[src/rtl/ctr_sequencer_if.sv]
// ctr_sequencer_if: host/counter-side signal bundle for ctr_sequencer.
//   master modport (host/bench): drives start, abort, load_value, dwell;
//                                observes control, initial_value, INIT, busy, done.
//   slave  modport (sequencer):  the mirror image of master.
//   start         request to run one schedule
//   abort         synchronous cancel
//   load_value    value to be loaded into ctr (COUNTER_SIZE bits)
//   dwell         run-phase length minus one (DWELL_WIDTH bits)
//   control       mode select to ctr
//   initial_value load value to ctr
//   INIT          load strobe to ctr
//   busy          schedule in progress
//   done          one-cycle completion pulse
interface ctr_sequencer_if #(
    parameter int COUNTER_SIZE = 3,
    parameter int DWELL_WIDTH  = 8
);
    logic                    start;
    logic                    abort;
    logic [COUNTER_SIZE-1:0] load_value;
    logic [DWELL_WIDTH-1:0]  dwell;
    logic [1:0]              control;
    logic [COUNTER_SIZE-1:0] initial_value;
    logic                    INIT;
    logic                    busy;
    logic                    done;

    modport master (
        output start, abort, load_value, dwell,
        input  control, initial_value, INIT, busy, done
    );

    modport slave (
        input  start, abort, load_value, dwell,
        output control, initial_value, INIT, busy, done
    );
endinterface

[src/rtl/ctr_sequencer.sv]
// ctr_sequencer: drives the multi-mode counter ctr through a fixed
// load-then-run schedule: LOAD (INIT strobe, control=01) followed by four run
// phases with control=00,01,10,11, each lasting dwell+1 cycles.
//   clock  rising-edge clock shared with ctr
//   reset  asynchronous, active-high reset
//   bus    ctr_sequencer_if slave modport (start/abort/load_value/dwell in;
//          control/initial_value/INIT/busy/done out)
// All outputs are registered; they are computed from the next state so that
// they change on the same edge as the state itself.
module ctr_sequencer #(
    parameter int COUNTER_SIZE = 3,
    parameter int DWELL_WIDTH  = 8
) (
    input  logic           clock,
    input  logic           reset,
    ctr_sequencer_if.slave bus
);

    typedef enum logic [2:0] {
        IDLE,
        LOAD,
        PH0,
        PH1,
        PH2,
        PH3
    } state_t;

    state_t                  state_q, state_d;
    logic [DWELL_WIDTH-1:0]  pc_q, pc_d;
    logic [COUNTER_SIZE-1:0] lv_q, lv_d;
    logic [DWELL_WIDTH-1:0]  dw_q, dw_d;

    logic [1:0]              control_q, control_d;
    logic [COUNTER_SIZE-1:0] iv_q, iv_d;
    logic                    init_q, init_d;
    logic                    busy_q, busy_d;
    logic                    done_q, done_d;

    always_ff @(posedge clock or posedge reset) begin
        if (reset) begin
            state_q   <= IDLE;
            pc_q      <= '0;
            lv_q      <= '0;
            dw_q      <= '0;
            control_q <= 2'b00;
            iv_q      <= '0;
            init_q    <= 1'b0;
            busy_q    <= 1'b0;
            done_q    <= 1'b0;
        end else begin
            state_q   <= state_d;
            pc_q      <= pc_d;
            lv_q      <= lv_d;
            dw_q      <= dw_d;
            control_q <= control_d;
            iv_q      <= iv_d;
            init_q    <= init_d;
            busy_q    <= busy_d;
            done_q    <= done_d;
        end
    end

    always_comb begin
        state_d = state_q;
        pc_d    = pc_q;
        lv_d    = lv_q;
        dw_d    = dw_q;
        done_d  = 1'b0;

        case (state_q)
            IDLE: begin
                // abort has priority over a simultaneous start
                if (bus.start && !bus.abort) begin
                    lv_d    = bus.load_value;
                    dw_d    = bus.dwell;
                    state_d = LOAD;
                end
            end
            LOAD: begin
                pc_d    = '0;
                state_d = bus.abort ? IDLE : PH0;
            end
            PH0, PH1, PH2, PH3: begin
                if (bus.abort) begin
                    pc_d    = '0;
                    state_d = IDLE;
                end else if (pc_q == dw_q) begin
                    pc_d = '0;
                    case (state_q)
                        PH0:     state_d = PH1;
                        PH1:     state_d = PH2;
                        PH2:     state_d = PH3;
                        default: begin
                            state_d = IDLE;
                            done_d  = 1'b1;
                        end
                    endcase
                end else begin
                    pc_d = pc_q + 1'b1;
                end
            end
            default: begin
                pc_d    = '0;
                state_d = IDLE;
            end
        endcase

        // Output values for the state being entered
        control_d = 2'b00;
        init_d    = 1'b0;
        busy_d    = (state_d != IDLE);
        iv_d      = busy_d ? lv_d : '0;
        case (state_d)
            LOAD: begin
                control_d = 2'b01;
                init_d    = 1'b1;
            end
            PH1:     control_d = 2'b01;
            PH2:     control_d = 2'b10;
            PH3:     control_d = 2'b11;
            default: control_d = 2'b00;
        endcase
    end

    assign bus.control       = control_q;
    assign bus.initial_value = iv_q;
    assign bus.INIT          = init_q;
    assign bus.busy          = busy_q;
    assign bus.done          = done_q;

endmodule

[src/flat_wrapper.sv]
// flat-port wrapper written by rule: the top's interface ports become plain ports
module ctr_sequencer_flat 
#(
    parameter int COUNTER_SIZE = 3,
    parameter int DWELL_WIDTH  = 8
)
  (clock, reset, bus_start, bus_abort, bus_load_value, bus_dwell, bus_control, bus_initial_value, bus_INIT, bus_busy, bus_done);
  ctr_sequencer_if #(.COUNTER_SIZE(COUNTER_SIZE), .DWELL_WIDTH(DWELL_WIDTH)) bus_i ();
  input  logic clock;
  input  logic reset;
  input wire logic [$bits(bus_i.start)-1:0] bus_start;
  input wire logic [$bits(bus_i.abort)-1:0] bus_abort;
  input wire logic [$bits(bus_i.load_value)-1:0] bus_load_value;
  input wire logic [$bits(bus_i.dwell)-1:0] bus_dwell;
  output wire logic [$bits(bus_i.control)-1:0] bus_control;
  output wire logic [$bits(bus_i.initial_value)-1:0] bus_initial_value;
  output wire logic [$bits(bus_i.INIT)-1:0] bus_INIT;
  output wire logic [$bits(bus_i.busy)-1:0] bus_busy;
  output wire logic [$bits(bus_i.done)-1:0] bus_done;
  assign bus_i.start = bus_start;
  assign bus_i.abort = bus_abort;
  assign bus_i.load_value = bus_load_value;
  assign bus_i.dwell = bus_dwell;
  assign bus_control = bus_i.control;
  assign bus_initial_value = bus_i.initial_value;
  assign bus_INIT = bus_i.INIT;
  assign bus_busy = bus_i.busy;
  assign bus_done = bus_i.done;
  ctr_sequencer #(.COUNTER_SIZE(COUNTER_SIZE), .DWELL_WIDTH(DWELL_WIDTH)) u_core (.clock(clock), .reset(reset), .bus(bus_i));
endmodule
[config.mk]
export PLATFORM = sky130hd
export DESIGN_NAME = ctr_sequencer_flat
export DESIGN_NICKNAME = d
export VERILOG_FILES = /design/src/rtl/ctr_sequencer_if.sv /design/src/rtl/ctr_sequencer.sv /design/src/flat_wrapper.sv
export SDC_FILE = /design/constraint.sdc
export NUM_CORES = 1
export LEC_CHECK = 0
export CAP_MARGIN = 0
export CORE_UTILIZATION = 45
export CTS_BUF_LIST = sky130_fd_sc_hd__clkbuf_8 sky130_fd_sc_hd__clkbuf_16
export DETAILED_ROUTE_END_ITERATION = 8
export PLACE_DENSITY = 0.69
export SYNTH_ARGS = -nofsm -noshare
export SYNTH_HDL_FRONTEND = slang
export SYNTH_SLANG_ARGS = --single-unit
[constraint.sdc]
create_clock -name clock -period 2.5 [get_ports clock]
set_clock_uncertainty 0.1 [all_clocks]
set_input_delay 0.5 -clock clock [delete_from_list [all_inputs] [get_ports clock]]
set_output_delay 0.5 -clock clock [all_outputs]
set_load 0.03 [all_outputs]
==> Word-level counts from Yosys, hierarchy flattened <==
Index checks and enable logic that the tools add are counted.
{ "classes": {"addsub": 1, "eq_ne": 10, "n_mux": 18, "reduce_logical": 8} }
{ "op_table": {"columns": ["operator", "n"], "rows": [
  ["3-bit two-way mux", 6],
  ["3-bit case mux with 3 select lines", 2],
  ["8-bit two-way mux", 2],
  ["8-bit case mux with 2 select lines", 1],
  ["3-bit == test, second input constant", 4],
  ["3-bit by 2-bit == test with 1-bit output, second input constant", 3],
  ["8-bit by 1-bit adder with 8-bit output, second input constant", 1],
  ["8-bit == test", 1],
  ["3-bit by 1-bit == test with 1-bit output, second input constant", 2],
  ["2-bit case mux with 3 select lines", 1],
  ["1-bit two-way mux", 5],
  ["4-bit OR reduction", 1],
  ["3-bit logical NOT", 1],
  ["3-bit nonzero test", 1],
  ["3-bit OR reduction", 1],
  ["2-bit two-way mux", 1],
  ["2-bit AND reduction", 1],
  ["2-bit OR reduction", 1],
  ["1-bit logical AND", 1],
  ["1-bit logical NOT", 1]
]} }
{ "totals": {"register_bits": 30} }

==> Depth between registers and ports, before layout <==
Gate-level depths: netlist of run 1.
{ "depth": {"depth_word": 8, "mapped_depth": 6} }

==> Least setup slack after synthesis of run 1 <==
OpenSTA, ideal clock, no wires.
{ "synth_path": {"kind": "register -> register", "startpoint": "register u_core.state_q[2]", "endpoint": "register u_core.dw_q[0]", "setup_time_ns": 0.125, "t_arrival_ns": 1.826, "t_required_ns": 2.275, "setup_slack_ns": 0.448, "stages_incl_launch_ff": 7, "period_less_slack_ns": 2.052, "cell_sequence": "dfrtp_1 -> buf_6 -> or3_4 -> buf_6 -> nor3b_4 -> buf_8 -> mux2_4"} }
{ "synth_between": {"elab_chain_len": 2} }
{ "synth_rtl": {"columns": ["item", "line_no", "text"], "rows": [
  ["start: declaration", "ctr_sequencer.sv:28", "state_t state_q, state_d;"],
  ["start signal: assignment", "ctr_sequencer.sv:51", "state_q <= state_d;"],
  ["3-bit logical NOT", "ctr_sequencer.sv:70", "case (state_q)"],
  ["2-bit AND reduction (no line)", null, null],
  ["end signal: assignment", "ctr_sequencer.sv:54", "dw_q <= dw_d;"],
  ["end: declaration", "ctr_sequencer.sv:31", "logic [DWELL_WIDTH-1:0] dw_q, dw_d;"]
]} }
Every way passes these cells.
A chain may end at the register's enable or synchronous reset.

==> Worst setup path in the final report of run 1 <==
{ "layout_path": {"startpoint": "register u_core.state_q[2]", "endpoint": "register u_core.dw_q[1]"} }
The elaborated chain is that of the path after synthesis.

==> results of run 1 <==
[routing by layer]
metal / GRT usage, % / wire length, um / part of all wire (%) / vias to the layer above
li1: - / - / - / 504
met1: 22.3 / 1160 / 43 / 517
met2: 32.3 / 1360 / 51 / 22
met3: 6.15 / 109 / 4.1 / 6
met4: 8.16 / 50 / 1.9 / 0
met5: 0 / 0 / 0 / -
[critical path, cell delays in order (launching register included)]
cell and delay (ns):
dfrtp_1 0.47, or3_4 0.49, nor3b_4 0.20, buf_4 0.27, mux2_2 0.37
[metrics by stage]
| step | power, mW | util, % | setup WS, ns | instance area [sq um] |
|---|---|---|---|---|
| 5_1_grt | 1.37 | 59.3 | 0.415 | 1810 |
| 6_report | 1.30 | 59.3 | 0.479 | 1810 |
| 3_3_place_gp | 0.854 | 55.7 | 0.354 | 1700 |
| 2_1_floorplan | 0.787 | - | 0.448 | 1460 |
| 3_5_place_dp | 0.865 | 55.7 | 0.279 | 1700 |
| 4_1_cts | 1.31 | 59.3 | 0.479 | 1810 |
[worst max path at each step]
stage,start,endpoint,slack (ns),cells after the start
detailed placement,bus_abort,u_core.pc_q[2],0.28,4
floorplan,u_core.state_q[2],u_core.dw_q[0],0.45,6
global placement,bus_abort,u_core.dw_q[7],0.35,4
finish,u_core.state_q[2],u_core.dw_q[1],0.48,4
CTS,u_core.state_q[2],u_core.dw_q[1],0.48,4
global route,u_core.state_q[2],u_core.dw_q[6],0.41,4
[cells in the mapped netlist (2+ instances only)]
master | count | area [sq um]
and4_1 | 2 | 17.5
xnor2_1 | 11 | 96.3
buf_6 | 2 | 22.5
inv_1 | 3 | 11.3
o211ai_1 | 2 | 15.0
dfrtp_1 | 30 | 751
nor2_1 | 3 | 11.3
nand4_1 | 6 | 37.5
a31oi_1 | 2 | 12.5
o211a_1 | 2 | 20.0
mux2_4 | 4 | 60.1
a31o_2 | 2 | 17.5
o21ai_0 | 4 | 20.0
a32o_1 | 3 | 30.0
xor2_1 | 2 | 17.5
nor4_1 | 2 | 12.5
a211o_1 | 2 | 17.5
nor3_1 | 5 | 25.0
mux2_2 | 7 | 78.8
a21oi_1 | 5 | 25.0
nand2_1 | 8 | 30.0
[registers in the layout (all words and copies together), names as in the netlist]
signal	cells
u_core.dw_q	8
u_core.bus.INIT	1
u_core.state_q	3
u_core.bus.control	2
u_core.pc_q	8
u_core.lv_q	3
u_core.bus.initial_value	3
u_core.bus.busy	1
u_core.bus.done	1
[power by group through the flow]
stage	combinational (mW)	sequential, mW	clock, mW
after floorplan	0.180	0.606	0
final	0.259	0.597	0.442
after CTS	0.261	0.598	0.456
after global routing	0.286	0.605	0.481
after detailed placement	0.259	0.606	0
after global placement	0.249	0.604	0
[cells in the final DEF, fill, tap and decap left out, drive strengths merged]
master and n:
or3b 1, clkdlybuf4s50 22, dfrtp 30, ha 1
nand2b 1, nor3 5, nand3 1, or3 1
xor2 2, a21oi 5, a32o 3, a211o 2
a31oi 2, o211a 2, and3 1, inv 3
nor3b 2, and4 2, mux2 11, nand4 6
o21ai 5, buf 3, nand2 8, nor2 3
o211ai 2, a31o 2, nor4 2, clkbuf 8
a211oi 1, o311ai 1, xnor2 11
[cell type report]
cell class | instances | area (sq um)
clock buffers | 8 | 110
fillers | 288 | 1240
inverters | 3 | 11.3
multi-input cells | 83 | 642
flip-flops and latches | 30 | 751
well taps | 44 | 55.1
repair buffers | 25 | 243
[kinds of logic after synthesis]
| logic type | after synthesis | synth area share, % |
|---|---|---|
| compound gates | 25 | 12.3 |
| xor+xnor | 13 | 7.81 |
| fa+ha+maj | 1 | 0.858 |
| buf+inv | 9 | 4.46 |
| flops | 30 | 51.5 |
| mux | 11 | 9.53 |
| simple gates | 33 | 13.6 |
==> flow_summary.ini, run 1 <==
[outcome]
status = finished, final reports clean

[grt]
grt_pass1_wl_um = 4840
antenna_found_initial = 0
grt_max_degree = 31
grt.overflow.total = 0
grt.total_usage_pct = 19.1
grt_pass1_vias = 1070

[yosys]
syn_area_per_cell_sq_um = 11.9
async_reset_ff_share_pct = 100
synth_cell_types = 36
synth_flop_cell = dfrtp_1
ys_ff_latch = 30
yosysWarnings = 0
synth_seq_area_share_pct = 51.5
syn_nets = 138
synth_edf_count = 0
syn_area_sq_mm = 0.00146
syn_inst = 122

[hold_path]
whs_endpoint = u_core.lv_q[0]
hp-start = u_core.lv_q[0]
hp-class = flop to flop
worstHoldPathCells = 1

[power_and_ir_drop]
power_frac_clock_pct = 34.1
p_sw_share_pct = 26.0
p_switching_mw = 0.337
seq_power_share_pct = 46.0
vdd_drop_max_mv = 0.350
p_leak_nw = 0.755
combPwrFrac_pct = 19.9
p_int_mw = 0.961
p_per_area_mw_per_mm2 = 717

[layout]
areaGrowthSynthToFinish_pct = 24.3
antenna_cells = 0
nets = 164
drive_gt1_share_pct = 18.1
stdcell_count = 193

[detailed_routing]
drt-pass1-iter-count = 4
wire_per_inst_um = 13.9
post-route-drc-count = 0
vias_per_cell = 5.44
vias = 1049
ant_nets = 0
finalWirelength_um = 2680
drtIter0Drc = 24

[clocking]
clock_tree.buffer_depth = 2
cts_hold_buf = 0
path_clk_slew_ns = 0.06
cts_resized = 0
postCtsSetupBuffers = 0
h-tree-depth = 2
cts_buffers = 5
cts_tree = done
root_buffer = clkbuf_8
clock_sinks = 30
clock_latency_ns = 0.28

[timing]
timing.setup.tns_ns = 0
min_period_ns = 2.02
worstMarginPinSlew_ns = 0.497
hold_viol = 0
fmaxAchievable_mhz = 495
setup_viol = 0
finalCritPeriodShare_pct = 80.8
slew_violations = 0
relSlewSlack_pct = 66.6
holdWs_ns = 0.417
rsz0062_at_grt = no

[floorplan]
die_w_um = 58.9
rows = 20
die_area_sq_mm = 0.00347
dieHeight_um = 58.9
initial_utilization_pct = 47.7
pin_count = 23
core_sq_mm = 0.00305

[flow_run]
maxCapViolCount = 0

[critical_path]
critical_path_class = flop to flop
rr_worst_depth = 4
end_kind = flop
cp.arrival_ns = 2.08
worst-path-max-fanout = 17
timing.rr.end = u_core.dw_q[1]
r2r_start = u_core.state_q[2]
rrSetupSlack_ns = 0.48
cp.required_ns = 2.56
cp-start-kind = flop

[placed_design]
io_buffers = 22
dp_hpwl_um = 1960
numPlacedInstances = 185
place_congestion = 0.752
(Power assumes the default switching activity.)
==> run 2: changes to the inputs <==
==> constraint.sdc (replaced) <==
create_clock -name clock -period 1.9 [get_ports clock]
set_clock_uncertainty 0.1 [all_clocks]
set_input_delay 0.38 -clock clock [delete_from_list [all_inputs] [get_ports clock]]
set_output_delay 0.38 -clock clock [all_outputs]
set_load 0.03 [all_outputs]
==> run 2 against run 1 <==
Against the previous run: count of clock-buffer cells in the layout fell by 2; critical path type unchanged; largest power group unchanged; utilization rose by 1.5 points; combinational power rose by 42%; wire length rose by 6.3%; via count rose by 3.0%.
==> flow_summary.ini, run 2 (synthesis results as in run 1) <==
[clocking]
cts_tree = done
postCtsSetupBuffers = 0
clock_tree.buffer_depth = 2
clock_latency_ns = 0.28
root_buffer = clkbuf_8
cts_resized = 0
cts_buffers = 5
cts_hold_buf = 0
path_clk_slew_ns = 0.06
clock_sinks = 30
h-tree-depth = 2

[detailed_routing]
drtIter0Drc = 37
vias = 1080
vias_per_cell = 5.40
drt-pass1-iter-count = 4
post-route-drc-count = 0
ant_nets = 0
finalWirelength_um = 2850
wire_per_inst_um = 14.2

[floorplan]
die_w_um = 58.9
die_area_sq_mm = 0.00347
initial_utilization_pct = 47.7
rows = 20
pin_count = 23
dieHeight_um = 58.9
core_sq_mm = 0.00305

[timing]
slew_violations = 0
timing.setup.tns_ns = 0
relSlewSlack_pct = 74.4
finalCritPeriodShare_pct = 95.5
rsz0062_at_grt = no
setup_viol = 0
hold_viol = 0
holdWs_ns = 0.383
min_period_ns = 1.81
worstMarginPinSlew_ns = 0.381
fmaxAchievable_mhz = 551

[layout]
antenna_cells = 0
nets = 171
layout_commonest_cell = dfrtp_1
final_util_pct = 60.9
areaGrowthSynthToFinish_pct = 27.5
drive_gt1_share_pct = 21.2
layout_common_cells = dfrtp_1 (30), clkdlybuf4s50_1 (22), xnor2_1 (11), buf_4 (9), nand2_1 (8)
fillCellCount = 260
fin_area_sq_mm = 0.00186
reg_top3 = u_core.dw_q (8), u_core.pc_q (8)

[critical_path]
path_depth = 4
cp.arrival_ns = 1.88
rr_worst_depth = 4
critical_path_class = flop to flop
crit_family = simple AND/OR/NAND/NOR gates
rrSetupSlack_ns = 0.09
r2r_start = u_core.state_q[2]
end_kind = flop
cp_cell_sequence = or3_4 -> nor3b_4 -> buf_12 -> mux2_2
critPathLaunch = u_core.state_q[2]
max_stage_delay_ns = 0.46
worst-path-max-fanout = 17
timing.rr.end = u_core.dw_q[6]
worst-path-buf-inv = 1
cp.required_ns = 1.96
crit_slowest_cell = or3_4
cp-start-kind = flop

[grt]
grt.overflow.total = 0
antenna_found_initial = 0
grt_pass1_wl_um = 4910
grt.total_usage_pct = 19.8
grt_pass1_vias = 1078
grt_max_degree = 31

[power_and_ir_drop]
finalPower_mw = 1.65
vdd_drop_max_mv = 0.663
p_leak_nw = 0.789
p_per_area_mw_per_mm2 = 889

[placed_design]
place_congestion = 0.798
placed_cell_area_sq_mm = 0.00177
dp_hpwl_um = 2050
io_buffers = 22

[flow_run]
maxCapViolCount = 0

[hold_path]
hp-class = input port to asynchronous set/reset pin

[outcome]
status = finished, final reports clean
run 2: changes by cell type in the layout (fill, tap and decap cells not counted), sizes merged:
| cell | previous run | this run |
|---|---|---|
| inv | 3 | 4 |
| clkinv | 0 | 1 |
| buf | 3 | 10 |
| clkbuf | 8 | 6 |
run 2: worst max-delay path by stage:
stage | endpoint | slack (ns)
2_1_floorplan | u_core.dw_q[0] | -0.14
3_3_place_gp | u_core.pc_q[2] | 0.007
3_5_place_dp | u_core.pc_q[2] | -0.07
4_1_cts | u_core.dw_q[6] | 0.08
5_1_grt | u_core.dw_q[3] | 0.03
6_report | u_core.dw_q[6] | 0.09
run 2: worst reg2reg max path, delay by kind of cell (launching register included):
family / cells / cell delay (ns)
buf+inv: 1 / 0.19
flops: 1 / 0.38
mux: 1 / 0.34
simple gates: 2 / 0.70
run 2: per-layer routing:
| layer | part of all wire [%] | vias to the layer above | routed length, um | GRT usage [%] |
|---|---|---|---|---|
| met3 | 5.6 | 4 | 159 | 6.15 |
| li1 | - | 517 | - | - |
| met4 | 2.1 | 0 | 61 | 9.86 |
| met2 | 49 | 28 | 1390 | 33.1 |
| met5 | 0 | - | 0 | 0 |
| met1 | 43 | 531 | 1240 | 23.0 |
run 2: stage by stage:
| step | cells | worst slack, ns |
|---|---|---|
| 6_report | 200 | 0.0864 |
| 5_1_grt | 200 | 0.0266 |
| 4_1_cts | 200 | 0.0768 |
| 3_5_place_dp | 192 | -0.0692 |
| 3_3_place_gp | 192 | 0.00744 |
| 2_1_floorplan | 122 | -0.135 |
run 2: power by group:
part,internal [mW],switching [mW],total [mW]
combinational,0.194,0.172,0.367
sequential,0.721,0.0555,0.776
clock,0.286,0.224,0.509
total,1.20,0.451,1.65
run 2: final cells by class:
| class | instances | area, sq um | share of cell area, % |
|---|---|---|---|
| clock buffers | 6 | 82.6 | 4.44 |
| clock inverters | 2 | 8.76 | 0.471 |
| flip-flops and latches | 30 | 751 | 40.4 |
| repair buffers | 32 | 308 | 16.6 |
| multi-input cells | 83 | 642 | 34.5 |
| well taps | 44 | 55.1 | 2.96 |
| inverters | 3 | 11.3 | 0.606 |
==> run 3: changes to the inputs <==
--- a/config.mk
+++ b/config.mk
@@ -9,7 +9,7 @@
 export CORE_UTILIZATION = 45
 export CTS_BUF_LIST = sky130_fd_sc_hd__clkbuf_8 sky130_fd_sc_hd__clkbuf_16
 export DETAILED_ROUTE_END_ITERATION = 8
-export PLACE_DENSITY = 0.69
+export DONT_BUFFER_PORTS = 1
 export SYNTH_ARGS = -nofsm -noshare
 export SYNTH_HDL_FRONTEND = slang
 export SYNTH_SLANG_ARGS = --single-unit
==> run 3 against run 2 <==
Against the previous run: global-route usage up 0.32 points; maximum frequency up 2.0%; non-clock buffer count down 22; design area down 10%; combinational power down 20%; critical path depth unchanged; wire length down 0.21%; highest routed layer unchanged; utilization down 6.3 points; critical endpoint is now u_core.bus.initial_value[2].
==> flow_summary.ini, run 3 (synthesis results as in run 1) <==
[floorplan]
die_w_um = 58.9
pin_count = 23
initial_utilization_pct = 47.7
rows = 20
die_area_sq_mm = 0.00347
core_sq_mm = 0.00305
dieHeight_um = 58.9

[layout]
stdcell_count = 178
layout_commonest_cell = dfrtp_1
reg_top3 = u_core.dw_q (8), u_core.pc_q (8)
antenna_cells = 0
drive_gt1_share_pct = 25.4
layout_common_cells = dfrtp_1 (30), xnor2_1 (10), nand2_1 (8), clkbuf_8 (8), buf_4 (8)
fillCellCount = 287
seqCellArea_sq_um = 751
areaGrowthSynthToFinish_pct = 14.3
nets = 149
multi_input_area_sq_um = 649
final_util_pct = 54.6

[clocking]
path_clk_slew_ns = 0.06
clock_sinks = 30
clock_latency_ns = 0.28
h-tree-depth = 2
root_buffer = clkbuf_8
clock_tree.buffer_depth = 2
cts_buffers = 5
postCtsSetupBuffers = 0
cts_tree = done

[critical_path]
setup.worst_path.end = u_core.bus.initial_value[2]
critPathLaunch = u_core.pc_q[2]
crit_family = simple AND/OR/NAND/NOR gates
worst-path-buf-inv = 0
cp.required_ns = 1.97
cp.arrival_ns = 1.85
rrSetupSlack_ns = 0.12
r2r_start = u_core.pc_q[2]
end_kind = flop
max_stage_delay_ns = 0.45
cp-start-kind = flop
timing.rr.end = u_core.bus.initial_value[2]
worst-path-max-fanout = 6
path_depth = 4
rr_worst_depth = 4
cp_cell_sequence = xnor2_1 -> and4_1 -> nand4_1 -> a32o_1
crit_slowest_cell = dfrtp_1
critical_path_class = flop to flop

[power_and_ir_drop]
p_per_area_mw_per_mm2 = 1020
seq_power_share_pct = 47.5
p_leak_nw = 0.714
p_switching_mw = 0.454
combPwrFrac_pct = 17.2
p_sw_share_pct = 26.8
p_int_mw = 1.24
vdd_drop_max_mv = 0.637
power_frac_clock_pct = 35.3

[detailed_routing]
vias_per_cell = 5.48
wire_per_inst_um = 16.0
vias = 976
drt-pass1-iter-count = 4
post-route-drc-count = 0
finalWirelength_um = 2840
drtIter0Drc = 21
ant_nets = 0

[grt]
antenna_found_initial = 0
grt_pass1_wl_um = 4970
grt.total_usage_pct = 20.1
grt_max_degree = 18
grt_pass1_vias = 1032
grt.overflow.total = 0

[timing]
holdWs_ns = 0.0607
finalCritPeriodShare_pct = 93.6
slew_violations = 0
worstMarginPinSlew_ns = 0.475
relSlewSlack_pct = 68.1
fmaxAchievable_mhz = 562
rsz0062_at_grt = no
min_period_ns = 1.78
hold_viol = 0
setup_viol = 0

[placed_design]
place_congestion = 0.777
io_buffers = 0
dp_hpwl_um = 1990
numPlacedInstances = 169

[outcome]
status = finished, final reports clean

[flow_run]
maxCapViolCount = 0

[hold_path]
hp-class = input port to flop
hp-start = bus_abort
run 3: cell count changes in the layout (fill, tap and decap cells not counted), sizes merged:
cell,delta
clkdlybuf4s50,-22
dlygate4sd3,+1
buf,-1
clkbuf,+2
inv,-1
clkinv,-1
run 3: through the flow:
step / instance area, sq um / worst slack [ns] / total power, mW / setup TNS (ns)
2_1_floorplan: 1460 / -0.135 / 1.04 / -0.786
3_3_place_gp: 1540 / 0.193 / 1.09 / 0
3_5_place_dp: 1540 / 0.123 / 1.10 / 0
4_1_cts: 1660 / 0.112 / 1.71 / 0
5_1_grt: 1670 / 0.0249 / 1.79 / 0
6_report: 1670 / 0.121 / 1.69 / 0
run 3: worst min path at each step:
stage / end / slack, ns / depth (start not counted)
after CTS: u_core.bus.done / 0.05 / 1
after global placement: u_core.bus.INIT / 0.21 / 2
final: u_core.bus.done / 0.06 / 1
after floorplan: u_core.bus.INIT / 0.37 / 1
after global routing: u_core.bus.done / 0.05 / 1
after detailed placement: u_core.bus.initial_value[1] / 0.21 / 2
run 3: cell type report:
type,count,share of cell area (%)
Inverter,3,0.676
Tap cell,44,3.30
Clock buffer,8,6.61
Sequential cell,30,45.0
Timing Repair Buffer,10,5.41
Multi-Input combinational cell,83,39.0
run 3: metal layers:
layer  global-route usage (%)  share of wire (%)  up-vias  wire length [um]
met5                        0                  0        -                 0
met1                     23.6                 42      476              1200
li1                         -                  -      470                 -
met4                     7.14                1.9        0                54
met3                     8.79                5.0        7               141
met2                     32.8                 51       23              1440
run 3: worst reg2reg max path: stages, from the launching register on:
cell	delay, ns
dfrtp_1	0.45
xnor2_1	0.29
and4_1	0.26
nand4_1	0.24
a32o_1	0.33
run 3: timing repair:
| action | in CTS | in global routing |
|---|---|---|
| endpoints found under the setup margin | 0 | 1 |
| hold buffers | 1 | 0 |
| hold endpoints to repair | 30 | 0 |
| gates resized for setup | 0 | 1 |
run 3: power groups by stage:
stage / clock, mW / combinational, mW / sequential [mW]
after global placement: 0 / 0.272 / 0.813
after global routing: 0.651 / 0.324 / 0.814
after floorplan: 0 / 0.237 / 0.798
after CTS: 0.618 / 0.291 / 0.803
final: 0.597 / 0.292 / 0.805
after detailed placement: 0 / 0.286 / 0.814
